`config.mk`:
```
export PLATFORM = sky130hd
export DESIGN_NAME = midi_msg_parser_flat
export DESIGN_NICKNAME = d
export VERILOG_FILES = /design/src/rtl/midi_pkg.sv /design/src/rtl/midi_msg_parser_if.sv /design/src/rtl/midi_msg_outreg.sv /design/src/rtl/midi_msg_parser.sv /design/src/flat_wrapper.sv
export SDC_FILE = /design/constraint.sdc
export NUM_CORES = 1
export LEC_CHECK = 0
export BUFFER_PORTS_ARGS = -buffer_cell sky130_fd_sc_hd__buf_4
export CORE_ASPECT_RATIO = 0.8
export CORE_UTILIZATION = 45
export DETAILED_ROUTE_END_ITERATION = 7
export GPL_ROUTABILITY_DRIVEN = 0
export PLACE_DENSITY = 0.75
export REMOVE_ABC_BUFFERS = 1
export SLEW_MARGIN = 10
export SYNTH_ARGS = -nofsm -noshare
export SYNTH_HDL_FRONTEND = slang
export SYNTH_SLANG_ARGS = --single-unit
```
`constraint.sdc`:
```
create_clock -name clk -period 2.5 [get_ports clk]
set_input_delay 0.125 -clock clk [delete_from_list [all_inputs] [get_ports clk]]
set_output_delay 0.125 -clock clk [all_outputs]
set_load 0.02 [all_outputs]
```
`src/rtl/midi_pkg.sv`:
```
// Shared constants, message types, parser state encoding and decode helpers
// for the MIDI channel-voice message parser.
package midi_pkg;

  localparam logic [7:0] ST_NOTE_OFF   = 8'h80;
  localparam logic [7:0] ST_PROG_CHG   = 8'hC0;
  localparam logic [7:0] ST_PITCH_BEND = 8'hE0;
  localparam logic [7:0] ST_SYS_COMMON = 8'hF0;
  localparam logic [7:0] ST_EOX        = 8'hF7;
  localparam logic [7:0] ST_REALTIME   = 8'hF8;

  localparam logic [2:0] MT_NOTE_OFF       = 3'd0;
  localparam logic [2:0] MT_NOTE_ON        = 3'd1;
  localparam logic [2:0] MT_POLY_AT        = 3'd2;
  localparam logic [2:0] MT_CONTROL_CHANGE = 3'd3;
  localparam logic [2:0] MT_PROGRAM_CHANGE = 3'd4;
  localparam logic [2:0] MT_CHANNEL_AT     = 3'd5;
  localparam logic [2:0] MT_PITCH_BEND     = 3'd6;

  localparam logic [1:0] S_IDLE    = 2'd0;
  localparam logic [1:0] S_WAIT_D1 = 2'd1;
  localparam logic [1:0] S_WAIT_D2 = 2'd2;
  localparam logic [1:0] S_SKIP    = 2'd3;

  typedef struct packed {
    logic [2:0] msg_type;
    logic [3:0] chan;
    logic [6:0] data1;
    logic [6:0] data2;
  } midi_msg_t;

  // Program change and channel aftertouch carry one data byte, the rest two.
  function automatic logic [1:0] data_count(input logic [7:0] status);
    return (status >= ST_PROG_CHG && status < ST_PITCH_BEND) ? 2'd1 : 2'd2;
  endfunction

  // Status 0x8n..0xEn maps to type 0..6; note-on with velocity 0 is a note-off.
  function automatic logic [2:0] msg_type_of(input logic [7:0] status, input logic [6:0] d2);
    logic [2:0] t;
    t = status[6:4];
    if (t == MT_NOTE_ON && d2 == 7'd0) t = MT_NOTE_OFF;
    return t;
  endfunction

endpackage

```
`src/rtl/midi_msg_parser_if.sv`:
```
// Output message channel of the parser.
// Handshake: a transfer happens on every clk edge where msg_valid & msg_ready;
// the producer holds msg_* stable while msg_valid=1 and the transfer has not happened.
interface midi_msg_parser_if;
  logic       msg_valid;
  logic       msg_ready;
  logic [2:0] msg_type;
  logic [3:0] msg_chan;
  logic [6:0] msg_data1;
  logic [6:0] msg_data2;

  modport master (
    output msg_valid, msg_type, msg_chan, msg_data1, msg_data2,
    input  msg_ready
  );

  modport slave (
    input  msg_valid, msg_type, msg_chan, msg_data1, msg_data2,
    output msg_ready
  );
endinterface

```
`src/rtl/midi_msg_outreg.sv`:
```
// One-entry valid/ready holding register for finished messages; a message
// completing while the register is full and not being accepted is dropped.
module midi_msg_outreg
  import midi_pkg::*;
(
  input  logic      clk,
  input  logic      rst_n,
  input  logic      load,
  input  midi_msg_t load_msg,
  output logic      overrun,
  midi_msg_parser_if.master msg
);

  logic      valid_q;
  midi_msg_t msg_q;

  always_ff @(posedge clk or negedge rst_n) begin
    if (!rst_n) begin
      valid_q <= 1'b0;
      msg_q   <= '0;
      overrun <= 1'b0;
    end else begin
      overrun <= load && valid_q && !msg.msg_ready;
      if (load && (!valid_q || msg.msg_ready)) begin
        valid_q <= 1'b1;
        msg_q   <= load_msg;
      end else if (valid_q && msg.msg_ready) begin
        valid_q <= 1'b0;
      end
    end
  end

  assign msg.msg_valid = valid_q;
  assign msg.msg_type  = msg_q.msg_type;
  assign msg.msg_chan  = msg_q.chan;
  assign msg.msg_data1 = msg_q.data1;
  assign msg.msg_data2 = msg_q.data2;

endmodule

```
`src/rtl/midi_msg_parser.sv`:
```
// Frames received MIDI bytes into channel-voice messages: running status,
// data-byte counting, channel filtering, SysEx/system-common dropping.
module midi_msg_parser
  import midi_pkg::*;
#(
  parameter logic [3:0] CHANNEL = 4'd0,
  parameter logic       OMNI    = 1'b0
) (
  input  logic       clk,
  input  logic       rst_n,
  input  logic [7:0] byte_in,
  input  logic       byte_valid,
  midi_msg_parser_if.master msg,
  output logic       err,
  output logic       overrun,
  output logic [1:0] state_dbg
);

  logic [1:0] state, state_n;
  logic [7:0] run_status, run_status_n;
  logic       fresh, fresh_n;
  logic [6:0] data1, data1_n;
  logic       err_n;
  logic       complete;
  logic [6:0] comp_d1, comp_d2;
  logic       is_rt, is_sys, is_chan;
  logic       load;
  midi_msg_t  load_msg;

  assign is_rt   = byte_in >= ST_REALTIME;
  assign is_sys  = byte_in >= ST_SYS_COMMON && !is_rt;
  assign is_chan = byte_in[7] && byte_in < ST_SYS_COMMON;

  // fresh: a status byte was loaded and no data byte has followed it yet.
  always_comb begin
    state_n      = state;
    run_status_n = run_status;
    fresh_n      = fresh;
    data1_n      = data1;
    err_n        = 1'b0;
    complete     = 1'b0;
    comp_d1      = 7'd0;
    comp_d2      = 7'd0;
    if (byte_valid && !is_rt) begin
      if (is_chan) begin
        err_n        = (state == S_WAIT_D2) || (state == S_WAIT_D1 && fresh);
        run_status_n = byte_in;
        fresh_n      = 1'b1;
        state_n      = S_WAIT_D1;
      end else if (is_sys) begin
        // EOX closes the SysEx, so following data is stray rather than skipped.
        run_status_n = 8'h00;
        fresh_n      = 1'b0;
        state_n      = (byte_in == ST_EOX) ? S_IDLE : S_SKIP;
      end else begin
        case (state)
          S_IDLE: err_n = 1'b1;
          S_WAIT_D1: begin
            fresh_n = 1'b0;
            if (data_count(run_status) == 2'd1) begin
              complete = 1'b1;
              comp_d1  = byte_in[6:0];
            end else begin
              data1_n = byte_in[6:0];
              state_n = S_WAIT_D2;
            end
          end
          S_WAIT_D2: begin
            complete = 1'b1;
            comp_d1  = data1;
            comp_d2  = byte_in[6:0];
            state_n  = S_WAIT_D1;
          end
          default: ;
        endcase
      end
    end
  end

  always_ff @(posedge clk or negedge rst_n) begin
    if (!rst_n) begin
      state      <= S_IDLE;
      run_status <= 8'h00;
      fresh      <= 1'b0;
      data1      <= 7'd0;
      err        <= 1'b0;
    end else begin
      state      <= state_n;
      run_status <= run_status_n;
      fresh      <= fresh_n;
      data1      <= data1_n;
      err        <= err_n;
    end
  end

  assign load              = complete && (OMNI || run_status[3:0] == CHANNEL);
  assign load_msg.msg_type = msg_type_of(run_status, comp_d2);
  assign load_msg.chan     = run_status[3:0];
  assign load_msg.data1    = comp_d1;
  assign load_msg.data2    = comp_d2;
  assign state_dbg         = state;

  midi_msg_outreg u_outreg (
    .clk      (clk),
    .rst_n    (rst_n),
    .load     (load),
    .load_msg (load_msg),
    .overrun  (overrun),
    .msg      (msg)
  );

endmodule

```
`src/flat_wrapper.sv`:
```
// flat-port wrapper written by rule: the top's interface ports become plain ports
module midi_msg_parser_flat import midi_pkg::*;
#(
  parameter logic [3:0] CHANNEL = 4'd0,
  parameter logic       OMNI    = 1'b0
)
  (clk, rst_n, byte_in, byte_valid, err, overrun, state_dbg, msg_msg_valid, msg_msg_type, msg_msg_chan, msg_msg_data1, msg_msg_data2, msg_msg_ready);
  midi_msg_parser_if msg_i ();
  input  logic clk;
  input  logic rst_n;
  input  logic [7:0] byte_in;
  input  logic byte_valid;
  output logic err;
  output logic overrun;
  output logic [1:0] state_dbg;
  output wire logic [$bits(msg_i.msg_valid)-1:0] msg_msg_valid;
  output wire logic [$bits(msg_i.msg_type)-1:0] msg_msg_type;
  output wire logic [$bits(msg_i.msg_chan)-1:0] msg_msg_chan;
  output wire logic [$bits(msg_i.msg_data1)-1:0] msg_msg_data1;
  output wire logic [$bits(msg_i.msg_data2)-1:0] msg_msg_data2;
  input wire logic [$bits(msg_i.msg_ready)-1:0] msg_msg_ready;
  assign msg_msg_valid = msg_i.msg_valid;
  assign msg_msg_type = msg_i.msg_type;
  assign msg_msg_chan = msg_i.msg_chan;
  assign msg_msg_data1 = msg_i.msg_data1;
  assign msg_msg_data2 = msg_i.msg_data2;
  assign msg_i.msg_ready = msg_msg_ready;
  midi_msg_parser #(.CHANNEL(CHANNEL), .OMNI(OMNI)) u_core (.clk(clk), .rst_n(rst_n), .byte_in(byte_in), .byte_valid(byte_valid), .msg(msg_i), .err(err), .overrun(overrun), .state_dbg(state_dbg));
endmodule
```
==> impl_results.md <==
* Status: finished clean
* R2r setup slk at 0.35 ns
* Combinational share of power at 28.6%
* Min cycle time layout at 2.15 ns
* Crit start category: register
* CTS Buf Count at 5
* Core area at 0.00393 sq mm
* FF+latch count, synth at 42
* Routed Antenna Nets at 0
* Fin. Hold Viols at 0
* Least-Margin Pin Slew at 0.525 ns
* Tcrit/Tclk final at 86.0%
* Root Buffer: clkbuf_8
* Critical Path Fanout Max at 19
* Worst-Skew Late Latency at 0.30 ns
* Worst Path Arrival at 2.32 ns
* Worst Hold Class: in2reg
* Worst Hold End: u_core.u_outreg.msg.msg_data2[2]
* Largest net degree at the start of global routing at 43
* Final instance area at 0.00230 sq mm
* Share of flip-flops with an asynchronous set or reset at 100%
* GRT Resource Usage Total at 20.2%
* Sw power at 638 uW
* Final nets at 217
* Io pins at 38
* DP HPWL at 2.81 mm
* Mapped cell area at 0.00191 sq mm
* Multi-input gate area at 753 sq um
* PortBufs at 37
* Starting Density at 48.5%
* Max IR drop VDD at 0.347 mV
* Worst setup EP type: register
* Distinct cell type count after synthesis at 39
* Hold Crit Start: byte_in[2]
* Setup Skew at 0.0107 ns
* RR Startpoint: u_core.state_dbg[1]
* Initial antenna violation count at 0
* Inst Count DP at 249
* Layout area overhead at 20.5%
* WL/cell at 15.3 um
* Clock tree from TritonCTS: yes
* Proportion of layout cells with a drive suffix above 1 at 28.6%
* P_leak at 1.08 nW
* Hold depth at 3
* Leading area contributor after synthesis: dfrtp_1
* Die Ht at 60.2 um
* Reg clk slew, reported paths at 0.08 ns
* # diodes at 0
* First-pass GRT wire length at 6.43 mm
* Die extent in x at 74.8 um
* Internal at 1.37 mW
* Rel. slew slack at 65.0%
* H-tree levels at 2
* R2r endpoint: u_core.u_outreg.msg.msg_data2[5]
* RSZ-0062 raised after global routing: false
* CP required at 2.67 ns
* Die area at 0.00450 sq mm
* Clock share of power at 26.4%
* Cells on worst reg2reg path at 7
* Final WL at 3.96 mm
* Critical path class: reg2reg
* Avg Inst Size Synth at 11.4 sq um
* Starting DRT DRC Count at 89
* Number of global-route vias before repair at 1296
* Final design utilization at 58.5%
* Row count at 20
* Max Cap Viol at 0
* Sum Neg Setup Slack at 0 ns
* Number of synthesized flops with an enable pin at 0
* Placed cell area at 0.00218 sq mm
* Most used DFF post-synth: dfrtp_1
* Area contributors post-synth: dfrtp_1 (55%), mux2_2 (5.9%), nand2_1 (5.7%), a22o_1 (3.7%), a22oi_1 (2.8%)
* Cells after Synth at 168
* CTS sink count at 42
* Switching fraction of total power at 31.7%
* YS warnings at 0
* DRC violations left at 0
* PD cells at 875 mW/mm^2
* Vias at 1416
* FF+latch area at 0.00105 sq mm
* Final setup vio count at 0
* Fmax at 465 MHz
* Pins Over Slew Limit at 0
* Total iterations of the first detailed-routing run at 4
* Flop pwr share at 45.0%
* Top cell type's share of synthesized area at 55.1%
* GRT overflow at 0
* Seq/Total Area, Yosys at 55.1%
* Fill count at 347
* Max Root-Sink Buffers at 2
* Routed vias/inst at 5.49
* Non-Filler Instances at 258
-- Yosys cell counts (all sizes together), types with 3 or more instances --
master,count
o21ai,10
mux2,10
buf,8
o31ai,7
dfrtp,42
clkbuf,4
nor2,3
a22o,8
nand3,3
nand2,29
and2,5
ha,3
inv,5
a22oi,7
-- sequential cells by signal, indices dropped and copies added (netlist names) --
| name | flops |
|---|---|
| u_core.u_outreg.msg.msg_chan | 4 |
| u_core.err | 1 |
| u_core.u_outreg.overrun | 1 |
| u_core.u_outreg.msg.msg_data1 | 7 |
| u_core.fresh | 1 |
| u_core.u_outreg.msg.msg_type | 3 |
| u_core.run_status | 8 |
| u_core.state_dbg | 2 |
| u_core.u_outreg.msg.msg_valid | 1 |
| u_core.u_outreg.msg.msg_data2 | 7 |
| u_core.data1 | 7 |
-- worst max path at each step --
stage	from	to	slack, ns
finish	u_core.state_dbg[1]	u_core.u_outreg.msg.msg_data2[5]	0.35
global route	u_core.state_dbg[1]	u_core.u_outreg.msg.msg_data2[3]	0.18
CTS	u_core.state_dbg[1]	u_core.u_outreg.msg.msg_data2[5]	0.36
detailed placement	u_core.state_dbg[1]	u_core.u_outreg.msg.msg_data2[3]	0.38
global placement	u_core.state_dbg[1]	u_core.u_outreg.msg.msg_chan[1]	0.49
floorplan	u_core.state_dbg[1]	u_core.u_outreg.msg.msg_type[1]	0.35
-- power groups by stage --
stage          clock (mW)  combinational, mW  sequential, mW
6_report            0.531              0.575           0.904
5_1_grt             0.574              0.622           0.918
4_1_cts             0.544              0.575           0.903
2_1_floorplan           0              0.315           0.955
3_3_place_gp            0              0.554           0.910
3_5_place_dp            0              0.572           0.913
-- routing by layer --
| metal | GRT usage (%) | up-vias | wire length, um |
|---|---|---|---|
| met4 | 8.89 | 0 | 64 |
| met1 | 28.6 | 688 | 1870 |
| met5 | 0 | - | 0 |
| met2 | 29.1 | 59 | 1760 |
| met3 | 5.40 | 10 | 266 |
| li1 | - | 659 | - |
-- cells by family (layout without fill, tap and decap cells) --
| family | after synthesis | in the layout | synth area share (%) |
|---|---|---|---|
| and+or+nand+nor | 52 | 52 | 13.8 |
| buffers and inverters | 17 | 52 | 5.38 |
| muxes | 11 | 11 | 6.43 |
| DFF | 42 | 42 | 55.1 |
| AOI/OAI and AO/OA | 43 | 43 | 17.3 |
| adders and majority gates | 3 | 3 | 1.97 |
-- timing repair --
action | 4_1_cts | 5_1_grt
hold buffers | 1 | 0
resized for setup | 0 | 0
hold endpoints to repair | 42 | 0
setup buffers | 0 | 0
-- cell usage in the layout (no fill, tap or decap), types with 2 or more instances in the layout --
master	synthesis	layout
a21o_1	2	2
a22o_1	8	8
a22oi_1	7	7
and2_1	5	5
buf_4	1	38
clkbuf_8	0	5
dfrtp_1	42	42
ha_1	3	3
inv_1	5	5
mux2_2	10	10
nand2_1	29	29
nand2b_1	2	2
nand3_1	3	3
nand4_1	2	2
nor2_1	3	3
nor2b_1	2	2
o21ai_0	9	9
o31ai_1	7	7
-- worst max-delay path, cell delays in order (launching register included) --
cell and delay (ns):
dfrtp_1 0.41, inv_1 0.11, ha_1 0.24, and4b_1 0.47
o2111ai_4 0.32, buf_4 0.31, nand2_1 0.08, o21ai_0 0.08
-- per-stage QoR --
stage / setup WS (ns) / hold WS [ns] / total power, mW
floorplan: 0.355 / -0.171 / 1.27
global placement: 0.494 / 0.126 / 1.46
detailed placement: 0.377 / 0.137 / 1.48
CTS: 0.356 / 0.113 / 2.02
global route: 0.179 / 0.111 / 2.11
finish: 0.351 / 0.119 / 2.01
-- cell type report --
type | count | share of cell area (%)
Sequential cell | 42 | 45.8
Multi-Input combinational cell | 109 | 32.8
Clock inverter | 2 | 1.63
Tap cell | 55 | 3.00
Inverter | 5 | 0.817
Timing Repair Buffer | 39 | 12.9
Clock buffer | 6 | 3.16
Note: power is estimated with default switching activity, not from simulation.
